[config.mk]
export PLATFORM = sky130hd
export DESIGN_NAME = argmax_collect_flat
export DESIGN_NICKNAME = d
export VERILOG_FILES = /design/src/rtl/argmax_collect_pkg.sv /design/src/rtl/argmax_collect_if.sv /design/src/rtl/argmax_collect.sv /design/src/flat_wrapper.sv
export SDC_FILE = /design/constraint.sdc
export NUM_CORES = 1
export LEC_CHECK = 0
export BUFFER_PORTS_ARGS = -buffer_cell sky130_fd_sc_hd__buf_2
export CORE_MARGIN = 5
export CORE_UTILIZATION = 50
export CTS_CLUSTER_DIAMETER = 80
export CTS_CLUSTER_SIZE = 24
export DETAILED_ROUTE_END_ITERATION = 7
export GPL_TIMING_DRIVEN = 0
export PLACE_DENSITY_LB_ADDON = 0.2
export SYNTH_ARGS = -nofsm -noshare
export SYNTH_HDL_FRONTEND = slang
export SYNTH_SLANG_ARGS = --single-unit
export TNS_END_PERCENT = 30
[constraint.sdc]
create_clock -name CLKEXT -period 5.8 [get_ports CLKEXT]
set_input_delay 0 -clock CLKEXT [delete_from_list [all_inputs] [get_ports CLKEXT]]
set_output_delay 0 -clock CLKEXT [all_outputs]
set_load 0.02 [all_outputs]
[src/rtl/argmax_collect_pkg.sv]
// rtl/argmax_collect_pkg.sv - shared NPU constants: score width, class count, FSM encoding
package argmax_collect_pkg;

    localparam int ARGMAX_WIDTH       = 8;
    localparam int ARGMAX_NUM_CLASSES = 10;

    localparam logic [1:0] ST_IDLE    = 2'd0;
    localparam logic [1:0] ST_COLLECT = 2'd1;
    localparam logic [1:0] ST_RESULT  = 2'd2;

    // Index width for a class count; never narrower than one bit.
    function automatic int idx_width(input int n);
        return (n > 1) ? $clog2(n) : 1;
    endfunction

endpackage

[src/rtl/argmax_collect_if.sv]
// rtl/argmax_collect_if.sv - score stream in, argmax result out
interface argmax_collect_if
    import argmax_collect_pkg::*;
#(
    parameter int WIDTH       = ARGMAX_WIDTH,
    parameter int NUM_CLASSES = ARGMAX_NUM_CLASSES
);
    localparam int IDX_W = idx_width(NUM_CLASSES);

    logic             START;
    logic             EN_IN;
    logic [WIDTH-1:0] DATA_IN;
    logic [IDX_W-1:0] CLASS_OUT;
    logic [WIDTH-1:0] MAX_OUT;
    logic             DONE;
    logic             BUSY;
    logic             OVERRUN;

    // Upstream side: issues frames and scores, observes the result.
    modport master (
        output START, EN_IN, DATA_IN,
        input  CLASS_OUT, MAX_OUT, DONE, BUSY, OVERRUN
    );

    // Collector side.
    modport slave (
        input  START, EN_IN, DATA_IN,
        output CLASS_OUT, MAX_OUT, DONE, BUSY, OVERRUN
    );
endinterface

[src/rtl/argmax_collect.sv]
// rtl/argmax_collect.sv - serial signed argmax over one frame of class scores
module argmax_collect
    import argmax_collect_pkg::*;
#(
    parameter int WIDTH       = ARGMAX_WIDTH,
    parameter int NUM_CLASSES = ARGMAX_NUM_CLASSES
) (
    input  logic              CLKEXT,
    input  logic              CLRN_ARGMAX,
    argmax_collect_if.slave   bus
);
    localparam int IDX_W = idx_width(NUM_CLASSES);
    localparam logic [IDX_W-1:0] LAST_IDX = IDX_W'(NUM_CLASSES - 1);
    localparam logic [WIDTH-1:0] MOST_NEG = {1'b1, {(WIDTH-1){1'b0}}};

    logic [1:0]       state;
    logic [IDX_W-1:0] count;
    logic [WIDTH-1:0] run_max;
    logic [IDX_W-1:0] run_idx;
    logic [IDX_W-1:0] class_q;
    logic [WIDTH-1:0] max_q;
    logic             overrun_q;

    logic             take;
    logic [WIDTH-1:0] win_max;
    logic [IDX_W-1:0] win_idx;

    // Winner after the current sample: the first sample always loads, later
    // ones only on strictly greater so ties keep the lower index.
    always_comb begin
        take    = (count == '0) || ($signed(bus.DATA_IN) > $signed(run_max));
        win_max = take ? bus.DATA_IN : run_max;
        win_idx = take ? count : run_idx;
    end

    // Frame FSM, sample counter, running winner and result registers.
    always_ff @(posedge CLKEXT or negedge CLRN_ARGMAX) begin
        if (!CLRN_ARGMAX) begin
            state     <= ST_IDLE;
            count     <= '0;
            run_max   <= '0;
            run_idx   <= '0;
            class_q   <= '0;
            max_q     <= '0;
            overrun_q <= 1'b0;
        end else if (bus.START) begin
            // START restarts from any state; a coincident sample is dropped.
            state     <= ST_COLLECT;
            count     <= '0;
            run_max   <= MOST_NEG;
            run_idx   <= '0;
            overrun_q <= 1'b0;
        end else begin
            case (state)
                ST_IDLE: begin
                    if (bus.EN_IN) overrun_q <= 1'b1;
                end
                ST_COLLECT: begin
                    if (bus.EN_IN) begin
                        run_max <= win_max;
                        run_idx <= win_idx;
                        if (count == LAST_IDX) begin
                            state   <= ST_RESULT;
                            count   <= '0;
                            class_q <= win_idx;
                            max_q   <= win_max;
                        end else begin
                            count <= count + 1'b1;
                        end
                    end
                end
                ST_RESULT: begin
                    state <= ST_IDLE;
                    if (bus.EN_IN) overrun_q <= 1'b1;
                end
                default: state <= ST_IDLE;
            endcase
        end
    end

    assign bus.CLASS_OUT = class_q;
    assign bus.MAX_OUT   = max_q;
    assign bus.DONE      = (state == ST_RESULT);
    assign bus.BUSY      = (state == ST_COLLECT);
    assign bus.OVERRUN   = overrun_q;

endmodule

[src/flat_wrapper.sv]
// flat-port wrapper written by rule: the top's interface ports become plain ports
module argmax_collect_flat import argmax_collect_pkg::*;
#(
    parameter int WIDTH       = ARGMAX_WIDTH,
    parameter int NUM_CLASSES = ARGMAX_NUM_CLASSES
)
  (CLKEXT, CLRN_ARGMAX, bus_START, bus_EN_IN, bus_DATA_IN, bus_CLASS_OUT, bus_MAX_OUT, bus_DONE, bus_BUSY, bus_OVERRUN);
  argmax_collect_if #(.WIDTH(WIDTH), .NUM_CLASSES(NUM_CLASSES)) bus_i ();
  input  logic CLKEXT;
  input  logic CLRN_ARGMAX;
  input wire logic [$bits(bus_i.START)-1:0] bus_START;
  input wire logic [$bits(bus_i.EN_IN)-1:0] bus_EN_IN;
  input wire logic [$bits(bus_i.DATA_IN)-1:0] bus_DATA_IN;
  output wire logic [$bits(bus_i.CLASS_OUT)-1:0] bus_CLASS_OUT;
  output wire logic [$bits(bus_i.MAX_OUT)-1:0] bus_MAX_OUT;
  output wire logic [$bits(bus_i.DONE)-1:0] bus_DONE;
  output wire logic [$bits(bus_i.BUSY)-1:0] bus_BUSY;
  output wire logic [$bits(bus_i.OVERRUN)-1:0] bus_OVERRUN;
  assign bus_i.START = bus_START;
  assign bus_i.EN_IN = bus_EN_IN;
  assign bus_i.DATA_IN = bus_DATA_IN;
  assign bus_CLASS_OUT = bus_i.CLASS_OUT;
  assign bus_MAX_OUT = bus_i.MAX_OUT;
  assign bus_DONE = bus_i.DONE;
  assign bus_BUSY = bus_i.BUSY;
  assign bus_OVERRUN = bus_i.OVERRUN;
  argmax_collect #(.WIDTH(WIDTH), .NUM_CLASSES(NUM_CLASSES)) u_core (.CLKEXT(CLKEXT), .CLRN_ARGMAX(CLRN_ARGMAX), .bus(bus_i));
endmodule
==> results of run 1 <==
stage by stage:
stage / cells / cell area [µm²] / total power [W] / hold WS, ns / util
6_report: 280 / 2165 / 0.0005249 / 0.01068 / 0.6003
3_5_place_dp: 271 / 2037 / 0.0003101 / 0.07879 / 0.5649
3_3_place_gp: 271 / 2037 / 0.0003087 / 0.08164 / 0.5649
5_1_grt: 280 / 2165 / 0.0005539 / 0.004034 / 0.6003
4_1_cts: 280 / 2165 / 0.0005322 / 0.0004876 / 0.6003
2_1_floorplan: 197 / 1847 / 0.0002856 / -0.2956 / -
worst max path at each step:
stage          cells after the start                          start                                  end  slack [ns]
4_1_cts                            8  u_core.run_max[5]$_DFFE_PN0P_    u_core.bus.MAX_OUT[7]$_DFFE_PN0P_        3.65
3_3_place_gp                       8  u_core.run_max[5]$_DFFE_PN0P_    u_core.bus.MAX_OUT[6]$_DFFE_PN0P_        3.65
2_1_floorplan                      8  u_core.run_max[5]$_DFFE_PN0P_  u_core.bus.CLASS_OUT[1]$_DFFE_PN0P_        3.81
6_report                           8  u_core.run_max[5]$_DFFE_PN0P_    u_core.bus.MAX_OUT[7]$_DFFE_PN0P_        3.66
5_1_grt                            8  u_core.run_max[5]$_DFFE_PN0P_    u_core.bus.MAX_OUT[4]$_DFFE_PN0P_        3.49
3_5_place_dp                       8  u_core.run_max[5]$_DFFE_PN0P_    u_core.bus.MAX_OUT[5]$_DFFE_PN0P_        3.66
logic make-up (layout without fill, tap and decap cells):
family | after synthesis | after routing | share of synthesized area
simple gates | 79 | 79 | 0.2297
compound gates | 40 | 40 | 0.1552
flops | 31 | 31 | 0.4201
buf+inv | 25 | 60 | 0.06098
fa+ha+maj | 11 | 11 | 0.07452
mux | 11 | 11 | 0.05962
placed cells by master, fill, tap and decap left out, types with 3 or more instances in the layout:
| master | instances |
|---|---|
| clkbuf_8 | 6 |
| nor2_1 | 23 |
| nand3_1 | 3 |
| nor2b_1 | 3 |
| nand4_1 | 12 |
| nand2b_1 | 23 |
| a31oi_1 | 10 |
| clkbuf_1 | 7 |
| inv_1 | 13 |
| dfrtp_1 | 31 |
| mux2i_1 | 11 |
| a21oi_1 | 4 |
| nand2_1 | 6 |
| ha_1 | 11 |
| a21o_1 | 3 |
| o31ai_1 | 10 |
| buf_2 | 29 |
cell type report:
type / count / area (µm²) / share of cell area
inverter: 13 / 48.80 / 0.02254
clock inverter: 2 / 35.03 / 0.01618
tap: 48 / 60.06 / 0.02775
sequential: 31 / 775.7 / 0.3584
multi-input combinational: 141 / 958.4 / 0.4428
clock buffer: 6 / 82.58 / 0.03815
timing repair buffer: 27 / 140.1 / 0.06474
buffer: 12 / 63.81 / 0.02948
what timing repair did:
action | in CTS | in global routing
hold buffers | 1 | 0
gates resized for setup | 0 | 0
hold endpoints to repair | 31 | 0
registers in the layout, summed over array words and instances (netlist names):
| register | cells |
|---|---|
| u_core.run_max | 8 |
| u_core.bus.MAX_OUT | 8 |
| u_core.state | 2 |
| u_core.bus.CLASS_OUT | 4 |
| u_core.count | 4 |
| u_core.run_idx | 4 |
| u_core.bus.OVERRUN | 1 |
routing by layer:
metal / GRT usage / wire (µm) / vias to the layer above
li1: - / - / 766
met1: 0.2568 / 2075 / 689
met2: 0.2338 / 1675 / 23
met3: 0.04403 / 153 / 5
met4: 0.05010 / 44 / 0
met5: 0 / 0 / -
where the power goes:
| part | total [W] | leakage (nW) | switching [W] | internal, W |
|---|---|---|---|---|
| sequential | 0.000228 | 0.412 | 0.00000657 | 0.000222 |
| clock | 0.000218 | 0.0612 | 0.0000793 | 0.000139 |
| combinational | 0.0000782 | 0.544 | 0.0000466 | 0.0000316 |
critical path: stages, from the launching register on:
cell,delay (ns)
dfrtp_1,0.38
inv_1,0.05
ha_1,0.29
a21o_1,0.18
a2111o_1,0.44
and2_4,0.19
buf_6,0.13
o31ai_1,0.22
a31oi_1,0.11
==> impl_results.md, run 1 <==
- Outcome: finished, final reports clean
- Slew headroom: 0.5561
- Fillers: about 310
- Sequential area share after synthesis: 0.4201
- Flop-to-flop setup slack: approximately 3.7 ns
- Critical path arrival: approximately 2.3 ns
- Worst-path clk slew: roughly 0.070 ns
- Sinks on Clock Net: 31
- H-tree lvl count: 2
- CTS Buf Count: 5
- CTS tree: yes
- Worst Hold Class: input port to flop
- FF-to-FF Start: u_core.run_max[5]$_DFFE_PN0P_
- FMAX: roughly 0.47 GHz
- Worst-skew pair later-pin latency: roughly 0.28 ns
- Final Hold Fails: 0
- Crit Reg-Reg Endpoint: u_core.bus.MAX_OUT[7]$_DFFE_PN0P_
- Final TNS setup: 0 ns
- Async S/R FF share, synth: 1.000
- Clk_skew: 0.008806 ns
- Share of cells above drive strength 1: 0.1940
- GRT Total Usage: 0.1686
- DIE AREA: about 5000 µm²
- Lkg Pwr: 1.018 nW
- Diode count: 0
- WP data required: ~6 ns
- Worst slack, placed: around 3.7 ns
- Cells after Synth: a little under 200
- Congestion Overflow GR: 0
- PortBufs: 26
- Cell variety after synth: 35
- Starting density of the core: 0.5121
- Post-synth EDFFs: 0
- Mapped Avg Cell Area: between 9 and 10 µm²
- Number of cell rows: 22
- Power Dens Cells: ~240 nW/µm²
- Max clock buf depth: 2
- Worst hold endpoint: u_core.bus.OVERRUN$_DFFE_PN0P_
- Hpwl dp: 3078 µm
- Unrepaired setup endpoints after global routing: false
- Pin count of the biggest net entering global routing: 32
- Drt total wl: ~3900 µm
- RePlAce Congestion: around 0.8
- Period utilization: 0.3696
- Cell area after synthesis: roughly 1800 µm²
- Most common cell in the netlist: dfrtp_1
- Nets: 254
- HP Start: bus_EN_IN
- Die height: around 70 µm
- Top FF cell, synth: dfrtp_1
- DR DRC count: 0
- Final ANT Viol Nets: 0
- Tmin final: around 2.1 ns
- Worst Setup End Kind: flop
- Max cap viols: 0
- Highest ir drop seen on vdd: 0.1336 mV
- Synth Register Bits: 31
- Critical Path Fanout Max: 10
- Final setup violation count: 0
- Core area: 3606 µm²
- Vias: around 1500
- Iteration-0 DRC Markers: a little over 100
- First-pass GRT wire length: roughly 6700 µm
- Worst reg-to-reg path cell count: 8
- Worst Tran Pin Value: 0.6658 ns
- TritonRoute pass-1 iters: 4
- Vias/cell: around 5.3
- Crit path kind: flop to flop
- Synth top area share: 0.4201
- Worst Setup Slack, final: between 3 and 4 ns
- Routed wire length per instance: ~14 µm
- Antenna violations before repair: 0
- Postcts setup bufs: 0
- Critical Path Start Type: flop
- Number of global-route vias before repair: 1399
- Die width: about 71 µm
- Synth top area cells: dfrtp_1 42%, nand2b_1 7.8%, ha_1 7.5%, mux2i_1 6.0%, nor2_1 4.7%
- WHS Path Cells: 3
- Commonest cells post-synth: 31 x dfrtp_1, 23 x nand2b_1, 23 x nor2_1
- Area leader, netlist: dfrtp_1
- Yosys warnings: 0
- Max Slew Vio Count: 0
- Mapped Nets: 220
- Root buffer cell: clkbuf_8
- P&R area growth vs syn: 17.21%
- # IOs: 27
Power figures use the tool's default switching activity.
==> inputs of run 2 (changes only) <==
==> constraint.sdc (replaced) <==
create_clock -name CLKEXT -period 2.18 [get_ports CLKEXT]
set_input_delay 0 -clock CLKEXT [delete_from_list [all_inputs] [get_ports CLKEXT]]
set_output_delay 0 -clock CLKEXT [all_outputs]
set_load 0.02 [all_outputs]
==> run 2 against run 1 <==
  * Fmax up 2.9%
  * Largest cell class unchanged
  * Worst hold slack got worse by 0.00091 ns
  * Highest routed layer unchanged
  * Critical endpoint unchanged
  * Combinational power grew to 2.8 times the previous value
  * Design area up 1.4%
==> impl_results.md, run 2 (synthesis gave the netlist of run 1 again) <==
- CTS tree: yes
- Crit Reg-Reg Endpoint: u_core.bus.MAX_OUT[7]$_DFFE_PN0P_
- Die width: 70.78 µm
- Worst slack, placed: approximately 0.039 ns
- Root buffer cell: clkbuf_8
- Worst Setup End Kind: flop
- Pin count of the biggest net entering global routing: 32
- Antenna violations before repair: 0
- Worst-skew pair later-pin latency: 0.28 ns
- Final ANT Viol Nets: 0
- Drt total wl: 4054 µm
- Worst Setup Slack, final: between 0.09 and 0.1 ns
- Highest ir drop seen on vdd: roughly 0.36 mV
- Period utilization: 0.9555
- TritonRoute pass-1 iters: 4
- Sinks on Clock Net: 31
- Die height: 70.78 µm
- Starting density of the core: 0.5121
- Final Hold Fails: 0
- Nets: roughly 260
- Hpwl dp: 3078 µm
- Tmin final: ~2.1 ns
- Power Dens Cells: between 600 and 700 nW/µm²
- Iteration-0 DRC Markers: between 100 and 150
- RePlAce Congestion: 0.7981
- Final TNS setup: 0 ns
- WP data required: ~2.3 ns
- Final setup violation count: 0
- Fillers: between 300 and 400
- # IOs: 27
- Worst-path clk slew: around 0.070 ns
- Congestion Overflow GR: 0
- Core area: between 3000 and 4000 µm²
- DIE AREA: ~5000 µm²
- Placed Cells: 271
- Vias/cell: about 5.4
- Number of global-route vias before repair: 1399
- Number of cell rows: 22
- PortBufs: 26
- Critical Path Start Type: flop
- Max Slew Vio Count: 0
- Lkg Pwr: a little over 1 nW
- FMAX: 0.4801 GHz
- Max clock buf depth: 2
- Dpl cell area: 2037 µm²
- Worst reg-to-reg path cell count: 8
- Clk_skew: approximately 0.0099 ns
- Critical path arrival: ~2.2 ns
- P&R area growth vs syn: 18.83%
- Critical Path Fanout Max: 10
- Max cap viols: 0
- Share of cells above drive strength 1: 0.2179
- Crit path kind: flop to flop
- Worst Tran Pin Value: between 0.6 and 0.7 ns
- Commonest non-fill, non-tap cell in the layout: dfrtp_1
- First-pass GRT wire length: between 6000 and 7000 µm
- GRT Total Usage: 0.1686
- FF-to-FF Start: u_core.run_max[5]$_DFFE_PN0P_
- Routed wire length per instance: 14.38 µm
- DR DRC count: 0
- Flop-to-flop setup slack: between 0.09 and 0.1 ns
- Outcome: finished, final reports clean
- Slew headroom: 0.5552
- Worst Hold Class: input port to flop
- Total power: approximately 0.0014 W
- CTS Buf Count: 5
- Non-Filler Instances: 282
- Vias: about 1500
- CP Launch Point: u_core.run_max[5]$_DFFE_PN0P_
- H-tree lvl count: 2
- Critical Path End: u_core.bus.MAX_OUT[7]$_DFFE_PN0P_
- Cell area after layout: about 2200 µm²
- Most frequent cells in the layout: 31 x dfrtp_1, 29 x buf_2, 23 x nand2b_1, 23 x nor2_1, 13 x inv_1
- Diode count: 0
-- run 2: changes by cell type in the layout (fill, tap and decap cells not counted), sizes merged --
cell    before  now
buf         31   34
clkbuf      13   12
-- run 2: through the flow --
step | utilization | hold slack (ns)
floorplan | - | -0.2956
global placement | 0.5649 | 0.08164
detailed placement | 0.5649 | 0.07879
CTS | 0.6003 | 0.0004876
global route | 0.6086 | 0.004034
finish | 0.6086 | 0.009775
-- run 2: final cells by class --
type / instances / area, µm² / share of cell area
Sequential cell: 31 / 775.7 / 0.3535
Multi-Input combinational cell: 141 / 968.4 / 0.4413
Tap cell: 48 / 60.06 / 0.02737
Timing Repair Buffer: 30 / 162.7 / 0.07412
Clock buffer: 6 / 82.58 / 0.03763
Inverter: 13 / 48.80 / 0.02223
Buffer: 11 / 61.31 / 0.02794
Clock inverter: 2 / 35.03 / 0.01596
-- run 2: report_power, final --
part,switching [W],leakage [nW],internal (W)
clock,0.000214,0.0612,0.000370
sequential,0.0000175,0.412,0.000590
combinational,0.000130,0.564,0.0000905
total,0.000361,1.04,0.00105
-- run 2: routing by layer --
metal  GRT usage  vias to the layer above  routed length (µm)
met5           0                        -                   0
met4     0.05010                        0                  44
met3     0.04403                        5                 161
met2      0.2338                       22                1753
met1      0.2568                      714                2095
li1            -                      772                   -
-- run 2: worst min-delay path by stage --
stage,to,slack [ns],cells after the start,startpoint
after floorplan,u_core.bus.CLASS_OUT[0]$_DFFE_PN0P_,-0.30,0,CLRN_ARGMAX
after global placement,u_core.state[0]$_DFFE_PN0P_,0.08,1,CLRN_ARGMAX
after detailed placement,u_core.bus.CLASS_OUT[3]$_DFFE_PN0P_,0.08,1,CLRN_ARGMAX
after CTS,u_core.bus.OVERRUN$_DFFE_PN0P_,0.0005,3,bus_EN_IN
after global routing,u_core.bus.MAX_OUT[0]$_DFFE_PN0P_,0.004,3,bus_DATA_IN[0]
final,u_core.bus.OVERRUN$_DFFE_PN0P_,0.01,3,bus_EN_IN
-- run 2: timing repair --
item                                    in CTS  in global routing
setup buffers                                0                  3
endpoints found under the setup margin       0                 20
hold buffers                                 1                  0
gates resized for setup                      0                  5
endpoints found under the hold margin       31                  0
-- run 2: critical path, stage by stage, from the launching register on --
cell	delay, ns
dfrtp_1	0.37
inv_1	0.05
ha_1	0.29
a21o_1	0.18
a2111o_1	0.40
and2_4	0.19
buf_6	0.14
o31ai_2	0.23
a31oi_1	0.11
==> inputs of run 3 (changes only) <==
--- a/config.mk
+++ b/config.mk
@@ -8,11 +8,12 @@
 export BUFFER_PORTS_ARGS = -buffer_cell sky130_fd_sc_hd__buf_2
 export CORE_MARGIN = 5
 export CORE_UTILIZATION = 50
+export CTS_BUF_LIST = sky130_fd_sc_hd__clkbuf_2
 export CTS_CLUSTER_DIAMETER = 80
 export CTS_CLUSTER_SIZE = 24
 export DETAILED_ROUTE_END_ITERATION = 7
 export GPL_TIMING_DRIVEN = 0
-export PLACE_DENSITY_LB_ADDON = 0.2
+export PLACE_DENSITY = 0.71
 export SYNTH_ARGS = -nofsm -noshare
 export SYNTH_HDL_FRONTEND = slang
 export SYNTH_SLANG_ARGS = --single-unit
==> run 3 against run 2 <==
  * Highest routed layer unchanged
  * Largest cell class unchanged
  * Design area up 3.8%
  * Core utilization up 2.3 points
  * Clock skew fell by 0.0015 ns
  * Global-route usage increased by 1.0 points
  * Setup slack got worse by 0.021 ns
==> impl_results.md, run 3 (synthesis gave the netlist of run 1 again) <==
- Core area: 3606 µm²
- Final Hold Fails: 0
- Worst Setup End Kind: flop
- Pin count of the biggest net entering global routing: 32
- First-pass GRT wire length: approximately 7100 µm
- Root buffer cell: clkbuf_2
- Final TNS setup: 0 ns
- Power Dens Cells: roughly 490 nW/µm²
- Vias: 1576
- CTS tree: yes
- Antenna violations before repair: 0
- GRT Total Usage: 0.1788
- Cell chain of the critical path: inv_1, ha_1, a21o_1, a2111o_1, nor2_1, a211oi_4, buf_6, buf_4, o32ai_1
- FMAX: approximately 0.48 GHz
- Comb power frac: 0.229
- DIE AREA: ~5000 µm²
- Worst Hold Class: input port to asynchronous set/reset pin
- Period utilization: 0.9652
- Most frequent cells in the layout: 31 x dfrtp_1, 29 x buf_2, 23 x nand2b_1, 23 x nor2_1, 13 x inv_1
- Sw frac: 0.3145
- Lkg Pwr: between 1 and 1.5 nW
- Die height: just over 70 µm
- Drt total wl: roughly 4300 µm
- WP data required: 2.45 ns
- P_sw: between 0.0003 and 0.0004 W
- Congestion Overflow GR: 0
- Number of cell rows: 22
- RePlAce Congestion: ~0.85
- Vias/cell: 5.361
- Hpwl dp: 3012 µm
- Highest ir drop seen on vdd: 0.2603 mV
- # IOs: 27
- Starting density of the core: 0.5121
- Non-Filler Instances: around 290
- Commonest non-fill, non-tap cell in the layout: dfrtp_1
- Worst path buffer plus inverter count: 3
- Max clock buf depth: 2
- Final setup violation count: 0
- Slew headroom: 0.5330
- DR DRC count: 0
- Number of global-route vias before repair: about 1400
- Worst Tran Pin Value: about 0.70 ns
- Slowest CP cell: a2111o_1
- Nets: about 270
- Critical Path Fanout Max: 5
- Worst Setup Slack, final: around 0.076 ns
- CTS Buf Count: 5
- Share of cells above drive strength 1: 0.2398
- P&R area growth vs syn: 23.37%
- Crit path kind: flop to flop
- Max cap viols: 0
- Internal cell power: 0.0007708 W
- Worst-skew pair later-pin latency: between 0.3 and 0.4 ns
- Largest delay share family, worst path: compound AO/OA/AOI/OAI gates
- Iteration-0 DRC Markers: 100
- Max Slew Vio Count: 0
- Utilization after layout: 0.6319
- Sinks on Clock Net: 31
- Outcome: finished, final reports clean
- Flop-to-flop setup slack: about 0.076 ns
- Worst slack, placed: 0.007053 ns
- Critical path arrival: 2.37 ns
- Die width: approximately 71 µm
- Worst hold slack: between 0.15 and 0.2 ns
- Placed Cells: 271
- H-tree lvl count: 2
- Tmin final: about 2.1 ns
- Clk_skew: 0.008457 ns
- Flop pwr share: 0.540
- Final ANT Viol Nets: 0
- Diode count: 0
- Critical Path Start Type: flop
- TritonRoute pass-1 iters: 4
- Clk pwr share: 0.231
- Worst path max stage delay: roughly 0.4 ns
- Unrepaired setup endpoints after global routing: true
- PortBufs: 26
- Worst-path clk slew: 0.16 ns
- Routed wire length per instance: roughly 14 µm
## run 3: final timing paths
| kind | startpoint | endpoint | depth (start not counted) |
|---|---|---|---|
| min reg2reg | u_core.bus.OVERRUN$_DFFE_PN0P_ | u_core.bus.OVERRUN$_DFFE_PN0P_ | 2 |
| max in group asynchronous | CLRN_ARGMAX | u_core.bus.MAX_OUT[4]$_DFFE_PN0P_ | 2 |
| max reg2reg | u_core.run_max[5]$_DFFE_PN0P_ | u_core.run_idx[3]$_DFFE_PN0P_ | 9 |
| max | u_core.run_max[5]$_DFFE_PN0P_ | u_core.run_idx[3]$_DFFE_PN0P_ | 9 |
| min | CLRN_ARGMAX | u_core.count[3]$_DFFE_PN0P_ | 2 |
| min in group CLKEXT | bus_DATA_IN[0] | u_core.run_max[0]$_DFFE_PN0P_ | 4 |
## run 3: area by class of cell
class	count	area [µm²]
Timing Repair Buffer	43	282.8
Buffer	11	63.81
Fill cell	324	1328
Inverter	13	48.80
Clock buffer	5	25.02
Clock inverter	2	8.758
Multi-Input combinational cell	141	1013
Sequential cell	31	775.7
Tap cell	48	60.06
## run 3: power by group through the flow
stage / sequential, W / combinational (W) / clock [W]
2_1_floorplan: 0.000612 / 0.000148 / 0
3_3_place_gp: 0.000618 / 0.000203 / 0
3_5_place_dp: 0.000618 / 0.000207 / 0
4_1_cts: 0.000607 / 0.000226 / 0.000266
5_1_grt: 0.000610 / 0.000285 / 0.000291
6_report: 0.000607 / 0.000258 / 0.000260
## run 3: through the flow
stage	power (W)	area, µm²
finish	0.001124	2278
global route	0.001186	2278
CTS	0.001100	2188
detailed placement	0.0008251	2037
global placement	0.0008212	2037
floorplan	0.0007598	1847
## run 3: repair_timing
| action | in CTS | in global routing |
|---|---|---|
| gates cloned | 0 | 1 |
| resized for setup | 0 | 15 |
| hold buffers | 11 | 0 |
| pin swaps | 0 | 3 |
| setup endpoints to repair | 3 | 19 |
| endpoints found under the hold margin | 53 | 0 |
| buffers inserted | 1 | 4 |
## run 3: routing by layer
layer  share of wire  wire [µm]  up-vias  GRT usage
met5               0          0        -          0
met4           0.012         49        0    0.05428
met3           0.056        237        6    0.04403
li1                -          -      793          -
met2            0.44       1855       39     0.2544
met1            0.50       2117      738     0.2684
